--- src/rtl/uart_pkg.sv ---
// Shared UART constants: byte/package widths, arbiter state encoding and the
// clock/baud constants also used by the Transmitter.
package uart_pkg;

    localparam int BYTE_W    = 8;
    localparam int PKG_W     = 16;
    localparam int FREQUENCY = 50_000_000;
    localparam int SPEED     = 115_200;

    localparam logic [2:0] S_IDLE    = 3'd0;
    localparam logic [2:0] S_SEND_HI = 3'd1;
    localparam logic [2:0] S_BUSY_HI = 3'd2;
    localparam logic [2:0] S_DONE_HI = 3'd3;
    localparam logic [2:0] S_SEND_LO = 3'd4;
    localparam logic [2:0] S_BUSY_LO = 3'd5;
    localparam logic [2:0] S_DONE_LO = 3'd6;
    localparam logic [2:0] S_GAP     = 3'd7;

    typedef enum logic [2:0] {
        ST_IDLE    = S_IDLE,
        ST_SEND_HI = S_SEND_HI,
        ST_BUSY_HI = S_BUSY_HI,
        ST_DONE_HI = S_DONE_HI,
        ST_SEND_LO = S_SEND_LO,
        ST_BUSY_LO = S_BUSY_LO,
        ST_DONE_LO = S_DONE_LO,
        ST_GAP     = S_GAP
    } state_e;

    // Width of a requester index; a single requester still needs one bit.
    function automatic int ptr_width(input int n);
        return (n > 1) ? $clog2(n) : 1;
    endfunction

endpackage

--- src/rtl/uart_tx_arbiter_if.sv ---
// Byte handshake between the arbiter and the UART Transmitter.
// tx_ready_o is a 1-cycle pulse qualifying tx_data_o; tx_rts_i is a level: 1 = idle/finished, 0 = shifting.
interface uart_tx_arbiter_if;
    import uart_pkg::*;

    logic [BYTE_W-1:0] tx_data_o;
    logic              tx_ready_o;
    logic              tx_rts_i;

    modport master (output tx_data_o, output tx_ready_o, input tx_rts_i);
    modport slave  (input tx_data_o, input tx_ready_o, output tx_rts_i);

endinterface

--- src/rtl/uart_tx_arbiter_rr_arbiter.sv ---
// Combinational round-robin pick: first set request scanning upward from pointer+1, with wrap.
module rr_arbiter
    import uart_pkg::*;
#(
    parameter int N  = 2,
    parameter int PW = ptr_width(N)
) (
    input  logic [N-1:0]  req,
    input  logic [PW-1:0] pointer,
    output logic [N-1:0]  grant
);

    logic [PW-1:0] idx;
    logic          found;

    always_comb begin
        grant = '0;
        found = 1'b0;
        idx   = '0;
        for (int i = 1; i <= N; i++) begin
            idx = PW'((int'(pointer) + i) % N);
            if (!found && req[idx]) begin
                grant[idx] = 1'b1;
                found      = 1'b1;
            end
        end
    end

endmodule

--- src/rtl/uart_tx_arbiter.sv ---
// Shares one UART Transmitter between N_REQ requesters: round-robin grant, then
// sends the latched 16-bit package as two bytes (high first) over the rts handshake.
module uart_tx_arbiter
    import uart_pkg::*;
#(
    parameter int N_REQ     = 2,
    parameter int GAP_TICKS = 0
) (
    input  logic                   CLK_i,
    input  logic                   reset_n,
    input  logic [N_REQ-1:0]       req_i,
    input  logic [PKG_W*N_REQ-1:0] pkg_i,
    input  logic [N_REQ-1:0]       inj_en_i,
    input  logic [BYTE_W-1:0]      err_mask_i,
    output logic [N_REQ-1:0]       ack_o,
    output logic [N_REQ-1:0]       done_o,
    output logic [N_REQ-1:0]       grant_o,
    output logic                   busy_o,
    output logic [2:0]             state_o,
    uart_tx_arbiter_if.master      tx_if
);

    localparam int PW = ptr_width(N_REQ);

    state_e            state_q, state_d;
    logic [PW-1:0]     ptr_q, ptr_d;
    logic [PKG_W-1:0]  pkg_q, pkg_d;
    logic [BYTE_W-1:0] mask_q, mask_d;
    logic [N_REQ-1:0]  grant_q, grant_d;
    logic [N_REQ-1:0]  ack_q, ack_d;
    logic [N_REQ-1:0]  done_q, done_d;
    logic [BYTE_W-1:0] tx_data_q, tx_data_d;
    logic              tx_ready_q, tx_ready_d;
    logic [7:0]        gap_cnt_q, gap_cnt_d;

    logic [N_REQ-1:0]  arb_grant;
    logic [PW-1:0]     win_idx;
    logic [PKG_W-1:0]  win_pkg;
    logic              win_inj;
    logic              rts;

    assign rts = tx_if.tx_rts_i;

    rr_arbiter #(.N(N_REQ), .PW(PW)) u_rr (
        .req     (req_i),
        .pointer (ptr_q),
        .grant   (arb_grant)
    );

    // Decode the one-hot winner into its index, package and injection enable.
    always_comb begin
        win_idx = '0;
        win_pkg = '0;
        win_inj = 1'b0;
        for (int j = 0; j < N_REQ; j++) begin
            if (arb_grant[j]) begin
                win_idx = PW'(j);
                win_pkg = pkg_i[PKG_W*j +: PKG_W];
                win_inj = inj_en_i[j];
            end
        end
    end

    always_comb begin
        state_d    = state_q;
        ptr_d      = ptr_q;
        pkg_d      = pkg_q;
        mask_d     = mask_q;
        grant_d    = grant_q;
        ack_d      = '0;
        done_d     = '0;
        tx_data_d  = tx_data_q;
        tx_ready_d = 1'b0;
        gap_cnt_d  = gap_cnt_q;
        case (state_q)
            ST_IDLE: begin
                if (|req_i) begin
                    ack_d   = arb_grant;
                    grant_d = arb_grant;
                    ptr_d   = win_idx;
                    pkg_d   = win_pkg;
                    mask_d  = win_inj ? err_mask_i : '0;
                    state_d = ST_SEND_HI;
                end
            end
            ST_SEND_HI: begin
                if (rts) begin
                    tx_data_d  = pkg_q[PKG_W-1:BYTE_W];
                    tx_ready_d = 1'b1;
                    state_d    = ST_BUSY_HI;
                end
            end
            ST_BUSY_HI: if (!rts) state_d = ST_DONE_HI;
            ST_DONE_HI: if (rts) state_d = ST_SEND_LO;
            ST_SEND_LO: begin
                if (rts) begin
                    tx_data_d  = pkg_q[BYTE_W-1:0] ^ mask_q;
                    tx_ready_d = 1'b1;
                    state_d    = ST_BUSY_LO;
                end
            end
            ST_BUSY_LO: if (!rts) state_d = ST_DONE_LO;
            ST_DONE_LO: begin
                if (rts) begin
                    done_d  = grant_q;
                    grant_d = '0;
                    // The GAP state itself accounts for all GAP_TICKS idle clocks.
                    if (GAP_TICKS > 0) begin
                        gap_cnt_d = 8'(GAP_TICKS - 1);
                        state_d   = ST_GAP;
                    end else begin
                        state_d = ST_IDLE;
                    end
                end
            end
            ST_GAP: begin
                if (gap_cnt_q == 8'd0) state_d = ST_IDLE;
                else                   gap_cnt_d = gap_cnt_q - 8'd1;
            end
            default: state_d = ST_IDLE;
        endcase
    end

    always_ff @(posedge CLK_i or negedge reset_n) begin
        if (!reset_n) begin
            state_q    <= ST_IDLE;
            ptr_q      <= PW'(N_REQ - 1);
            pkg_q      <= '0;
            mask_q     <= '0;
            grant_q    <= '0;
            ack_q      <= '0;
            done_q     <= '0;
            tx_data_q  <= '0;
            tx_ready_q <= 1'b0;
            gap_cnt_q  <= '0;
        end else begin
            state_q    <= state_d;
            ptr_q      <= ptr_d;
            pkg_q      <= pkg_d;
            mask_q     <= mask_d;
            grant_q    <= grant_d;
            ack_q      <= ack_d;
            done_q     <= done_d;
            tx_data_q  <= tx_data_d;
            tx_ready_q <= tx_ready_d;
            gap_cnt_q  <= gap_cnt_d;
        end
    end

    assign ack_o            = ack_q;
    assign done_o           = done_q;
    assign grant_o          = grant_q;
    assign busy_o           = (state_q != ST_IDLE) && (state_q != ST_GAP);
    assign state_o          = state_q;
    assign tx_if.tx_data_o  = tx_data_q;
    assign tx_if.tx_ready_o = tx_ready_q;

endmodule

--- src/flat_wrapper.sv ---
// flat-port wrapper written by rule: the top's interface ports become plain ports
module uart_tx_arbiter_flat import uart_pkg::*;
#(
    parameter int N_REQ     = 2,
    parameter int GAP_TICKS = 0
)
  (CLK_i, reset_n, req_i, pkg_i, inj_en_i, err_mask_i, ack_o, done_o, grant_o, busy_o, state_o, tx_if_tx_data_o, tx_if_tx_ready_o, tx_if_tx_rts_i);
  uart_tx_arbiter_if tx_if_i ();
  input  logic CLK_i;
  input  logic reset_n;
  input  logic [N_REQ-1:0] req_i;
  input  logic [PKG_W*N_REQ-1:0] pkg_i;
  input  logic [N_REQ-1:0] inj_en_i;
  input  logic [BYTE_W-1:0] err_mask_i;
  output logic [N_REQ-1:0] ack_o;
  output logic [N_REQ-1:0] done_o;
  output logic [N_REQ-1:0] grant_o;
  output logic busy_o;
  output logic [2:0] state_o;
  output wire logic [$bits(tx_if_i.tx_data_o)-1:0] tx_if_tx_data_o;
  output wire logic [$bits(tx_if_i.tx_ready_o)-1:0] tx_if_tx_ready_o;
  input wire logic [$bits(tx_if_i.tx_rts_i)-1:0] tx_if_tx_rts_i;
  assign tx_if_tx_data_o = tx_if_i.tx_data_o;
  assign tx_if_tx_ready_o = tx_if_i.tx_ready_o;
  assign tx_if_i.tx_rts_i = tx_if_tx_rts_i;
  uart_tx_arbiter #(.N_REQ(N_REQ), .GAP_TICKS(GAP_TICKS)) u_core (.CLK_i(CLK_i), .reset_n(reset_n), .req_i(req_i), .pkg_i(pkg_i), .inj_en_i(inj_en_i), .err_mask_i(err_mask_i), .ack_o(ack_o), .done_o(done_o), .grant_o(grant_o), .busy_o(busy_o), .state_o(state_o), .tx_if(tx_if_i));
endmodule
--- config.mk ---
export PLATFORM = sky130hd
export DESIGN_NAME = uart_tx_arbiter_flat
export DESIGN_NICKNAME = d
export VERILOG_FILES = /design/src/rtl/uart_pkg.sv /design/src/rtl/uart_tx_arbiter_if.sv /design/src/rtl/uart_tx_arbiter_rr_arbiter.sv /design/src/rtl/uart_tx_arbiter.sv /design/src/flat_wrapper.sv
export SDC_FILE = /design/constraint.sdc
export NUM_CORES = 1
export LEC_CHECK = 0
export ABC_AREA = 1
export BUFFER_PORTS_ARGS = -buffer_cell sky130_fd_sc_hd__buf_2
export CAP_MARGIN = 0
export CORE_UTILIZATION = 57
export DETAILED_ROUTE_END_ITERATION = 10
export PLACE_DENSITY = 0.91
export SYNTH_ARGS = -nofsm -noshare
export SYNTH_HDL_FRONTEND = slang
export SYNTH_SLANG_ARGS = --single-unit
--- constraint.sdc ---
create_clock -name CLK_i -period 2.1 [get_ports CLK_i]
set_input_delay 0.42 -clock CLK_i [delete_from_list [all_inputs] [get_ports CLK_i]]
set_output_delay 0.42 -clock CLK_i [all_outputs]
set_load 0.05 [all_outputs]
---- Word level (Yosys, flattened, before mapping) ----
Cells that the tools add are included.
operators by class
  add/sub/neg operators ................... 3
  magnitude comparators ................... 4
  equality and inequality tests ........... 16
  mux-type cells .......................... 38
  bitwise logic cells ..................... 3
  reductions and logical operators ........ 17
operators by type and width
  kind                                                    count
  two-way mux 16 bit                                      2
  two-way mux 3 bit                                       8
  two-way mux 8 bit                                       3
  case mux 3 bit (8 select lines)                         1
  two-way mux 2 bit                                       8
  case mux 8 bit (2 select lines)                         1
  equality test 3 bit (second input constant)             4
  two-way mux 1 bit                                       12
  inequality test 2 bit (second input constant)           6
  zero test 8 bit                                         1
  AND reduction 8 bit                                     1
  subtractor 8 x 1 -> 8 bit (second input constant)       1
  XOR 8 bit                                               1
  equality test 3 x 2 -> 1 bit (second input constant)    2
  AND reduction 3 bit                                     2
  logical AND 1 bit                                       4
  < comparator 1 x 2 -> 1 bit (second input constant)     2
  inequality test 2 x 1 -> 1 bit (second input constant)  2
  case mux 2 bit (2 select lines)                         1
  AND reduction 2 bit                                     2
  nonzero test 2 bit                                      2
  OR reduction 2 bit                                      2
  equality test 3 x 1 -> 1 bit (second input constant)    1
  zero test 3 bit                                         1
  8 further kinds                                         11
storage, ports and cells
  bits in registers ....................... 51
  output and inout port bits .............. 19

---- Depth between registers and ports, before layout ----
  depth after elaboration ................. 11
  mapped depth ............................ 10

---- Hierarchy ----
Synthesis repeated with hierarchy kept, for this count alone.
unflattened totals
  cells, all modules ...................... 303
  area total of the unflattened synthesis .. 2509.9 um^2
by module, submodules not included
  module           instances  cells each  area each (um^2)  seq. area each (um^2)
  uart_tx_arbiter  1          298         2489.9            1277.5
  rr_arbiter       1          5           20.0              0.0

---- Worst setup path after synthesis ----
No wires, ideal clock.
  path type ............................... register to output
  from .................................... reg u_core.state_q[0] (netlist: u_core.state_o[0])
  to ...................................... out busy_o
  arrival ................................. 1706 ps
  data required time ...................... 1680 ps
  setup slack ............................. -26 ps
  cell stages (with the launch flop) ...... 6
  buffers on the path ..................... 1
  path through ............................ dfrtp_1 buf_6 clkinv_2 nand2_2 nor2_1 nor2_1
on the way
  cells in the longest elaborated chain, start to end .. 2
  elaborated cells on any way between the ends .. 3
ends and longest elaborated chain
  item                                                                RTL line                RTL
  from (decl)                                                         uart_tx_arbiter.sv:25   state_e state_q, state_d;
  from (signal assigned)                                              uart_tx_arbiter.sv:137  state_q <= state_d;
  inequality test 3 bit / nonzero test 3 bit (equally long branches)  uart_tx_arbiter.sv:153  assign busy_o = (state_q != ST_IDLE) && (state_q != ST_GAP);
  logical AND 1 bit (*)                                               uart_tx_arbiter.sv:153
  to (decl)                                                           flat_wrapper.sv:18      output logic busy_o;
Every way passes the cells marked *; elsewhere a longest branch is shown, timed or not.

---- Final worst setup path ----
  from .................................... reg u_core.state_q[1] (netlist: u_core.state_o[1])
  to ...................................... out busy_o
Same word-level chain as after synthesis.

==> results.py <==
metrics = {
    "status": {
        "status": "finished clean",
    },
    "grt": {
        "grt_max_degree": 52,
        "gr-total-overflow": 0,
        "grt_pass1_wl_um": 10100,
        "groute.usage.overall": 0.259,
        "grt_pass1_vias": 2290,
        "antenna_found_initial": 0,
    },
    "die": {
        "die_area_um2": 4920,
        "start_util": 0.599,
        "core_um2": 4410,
        "ios": 66,
        "die_x_um": 70.1,
        "die_h_um": 70.1,
        "rows": 24,
    },
    "timing": {
        "fmax_ghz": 0.510,
        "finalCriticalPeriod_ps": 1960,
        "setup_viol": 0,
        "finalCritPeriodShare": 0.933,
        "finalSetupTns_ps": 0,
        "drv_slew": 0,
        "clock_skew_ps": 8.94,
        "tightestPinTransition_ps": 622,
        "grt_setup_unrepaired": "no",
        "hold_slack_ps": 197,
        "hold_viol": 0,
        "slew_headroom": 0.586,
    },
    "clock_tree": {
        "cts_root_buffer": "clkbuf_8",
        "cts_made_buffers": 5,
        "clk_pin_slew_ps": 90,
        "clk_path_buf_depth": 2,
        "post-cts-setup-buffers": 0,
        "tritoncts": "done",
        "clkSinkCount": 51,
        "htreeDepth": 2,
        "insertion_delay_ps": 310,
    },
    "pwr": {
        "power_density_nw_per_um2": 1410,
        "p_leak_nw": 1.75,
        "vdd_drop_max_v": 0.00110,
    },
    "finish": {
        "antenna_cells": 0,
        "final_common_cell": "nand2_1",
        "syn_to_final_growth_pct": 17.2,
        "final_nets": 446,
        "drive_above_1_share": 0.244,
        "layout_common_cells": "nand2_1, buf_2, dfrtp_1, nand3_1, inv_1",
    },
    "yosys": {
        "async_flop_share": 1.00,
        "syn-cell-area_um2": 2650,
        "synth.avg_cell_area_um2": 7.97,
        "yosys.area_share.simple": 0.293,
        "synthAdderAreaFrac": 0.00946,
        "ys_seq_area_frac": 0.483,
        "syn_inst": 332,
        "synth_warnings": 0,
        "synth_xor_xnor_area_share": 0.0497,
        "synth_top_family_by_area": "simple AND/OR/NAND/NOR gates",
        "syn_nets": 381,
        "synth.distinct_cells": 29,
        "synthMuxAreaShare": 0,
        "ys_ff_latch": 51,
        "synth_compound_area_frac": 0.0762,
        "synth_edf_count": 0,
        "synthFlopType": "dfrtp_1",
    },
    "critical_path": {
        "r2r_setup_slack_ps": 410,
        "cp.arrival_ps": 1540,
        "crit_type": "flip-flop to primary output",
        "cp-start-kind": "flip-flop",
        "path_delay_family": "flip-flops",
        "r2r_cells": 5,
        "cp_max_fo": 10,
        "end_kind": "primary output",
        "cp_slowest_cell": "dfrtp_1",
        "crit_chain": "inv_2 > nand2_2 > nor2_1 > nor2_2 > buf_2",
        "r2r_end": "u_core.tx_if.tx_data_o[3]",
        "path_buf_inv": 2,
        "worstPathRequired_ps": 1680,
        "slowest_delay_ps": 490,
        "r2r_start": "u_core.state_o[1]",
    },
    "drt": {
        "totalWireLength_um": 5710,
        "drtPass1Iterations": 4,
        "route.detailed.wl_per_inst_um": 12.7,
        "drtIter0Drc": 152,
        "drc": 0,
        "vias_per_cell": 5.28,
        "detail-route-antenna-nets": 0,
        "vias": 2376,
    },
    "placement": {
        "io_buffers": 65,
        "hpwlAfterDp_um": 4240,
        "place.gp.congestion": 0.828,
    },
    "job": {
        "cap_viol_max_count": 0,
    },
    "worst_hold_path": {
        "hp-class": "input pin to asynchronous set/reset pin",
    },
}
-- flip-flops by register name (all words and copies together), names as in the netlist --
name and cells:
u_core.done_o 2, u_core.pkg_q 16, u_core.state_o 3, u_core.ack_o 2
u_core.ptr_q 1, u_core.tx_if.tx_data_o 8, u_core.gap_cnt_q 8, u_core.mask_q 8
u_core.tx_if.tx_ready_o 1, u_core.grant_o 2
-- metrics by stage --
step	worst slack [ps]	cells	instance area (um2)	total power, mW	utilization
finish	140	450	3100	4.36	0.702
global route	79.0	450	3100	4.65	0.702
CTS	101	450	3100	4.36	0.702
detailed placement	440	442	2980	3.63	0.674
global placement	514	442	2980	3.53	0.674
floorplan	200	332	2650	3.22	-
-- metal layers --
metal | up-vias | global-route usage | wire (um)
met2 | 86 | 0.424 | 2710
met3 | 20 | 0.0649 | 328
met1 | 1094 | 0.326 | 2510
met4 | 0 | 0.116 | 165
met5 | - | 0 | 0
li1 | 1176 | - | -
-- synth_stat cells (2+ instances only) --
| library cell | count | area [um2] |
|---|---|---|
| a21oi_1 | 2 | 10.0 |
| nor2_2 | 2 | 12.5 |
| o21ai_1 | 4 | 20.0 |
| xor2_1 | 11 | 96.3 |
| nor2_1 | 22 | 82.6 |
| inv_2 | 4 | 15.0 |
| clkbuf_1 | 3 | 11.3 |
| nand2_1 | 116 | 435 |
| xnor2_1 | 4 | 35.0 |
| buf_4 | 3 | 22.5 |
| nand3_1 | 37 | 185 |
| o21ai_0 | 18 | 90.1 |
| a31oi_1 | 8 | 50.1 |
| dfrtp_1 | 50 | 1250 |
| ha_1 | 2 | 25.0 |
| buf_6 | 6 | 67.6 |
| inv_1 | 27 | 101 |
| nand3_2 | 2 | 20.0 |
-- worst max path at each step --
stage	from	to	cells past startpoint
6_report	u_core.state_o[1]	busy_o	5
5_1_grt	u_core.state_o[1]	busy_o	5
4_1_cts	u_core.state_o[0]	busy_o	5
3_5_place_dp	u_core.state_o[0]	busy_o	5
3_3_place_gp	u_core.state_o[1]	u_core.tx_if.tx_data_o[3]	5
2_1_floorplan	u_core.state_o[0]	busy_o	5
-- cells by family after synthesis --
logic type	Yosys count
AND/OR/NAND/NOR	183
adder cells (fa/ha/maj)	2
AO/OA/AOI/OAI	35
flip-flops	51
buffers and inverters	46
XOR/XNOR	15
-- repair_timing --
| item | CTS | global route |
|---|---|---|
| hold buffers | 0 | 0 |
| resized for setup | 0 | 1 |
| setup endpoints to repair | 0 | 1 |
-- power breakdown --
group / leakage [nW] / switching [mW] / internal [mW]
sequential: 0.655 / 0.274 / 1.36
clock: 0.0618 / 0.333 / 0.392
combinational: 1.04 / 1.42 / 0.578
total: 1.75 / 2.03 / 2.33
-- final cells by class --
type / count / area (um2)
Timing Repair Buffer: 71 / 370
Inverter: 33 / 128
Clock buffer: 6 / 82.6
Sequential cell: 51 / 1280
Fill cell: 345 / 1320
Multi-Input combinational cell: 235 / 1140
Clock inverter: 2 / 38.8
Tap cell: 52 / 65.1
No activity file was read; power rests on OpenSTA's default activity.
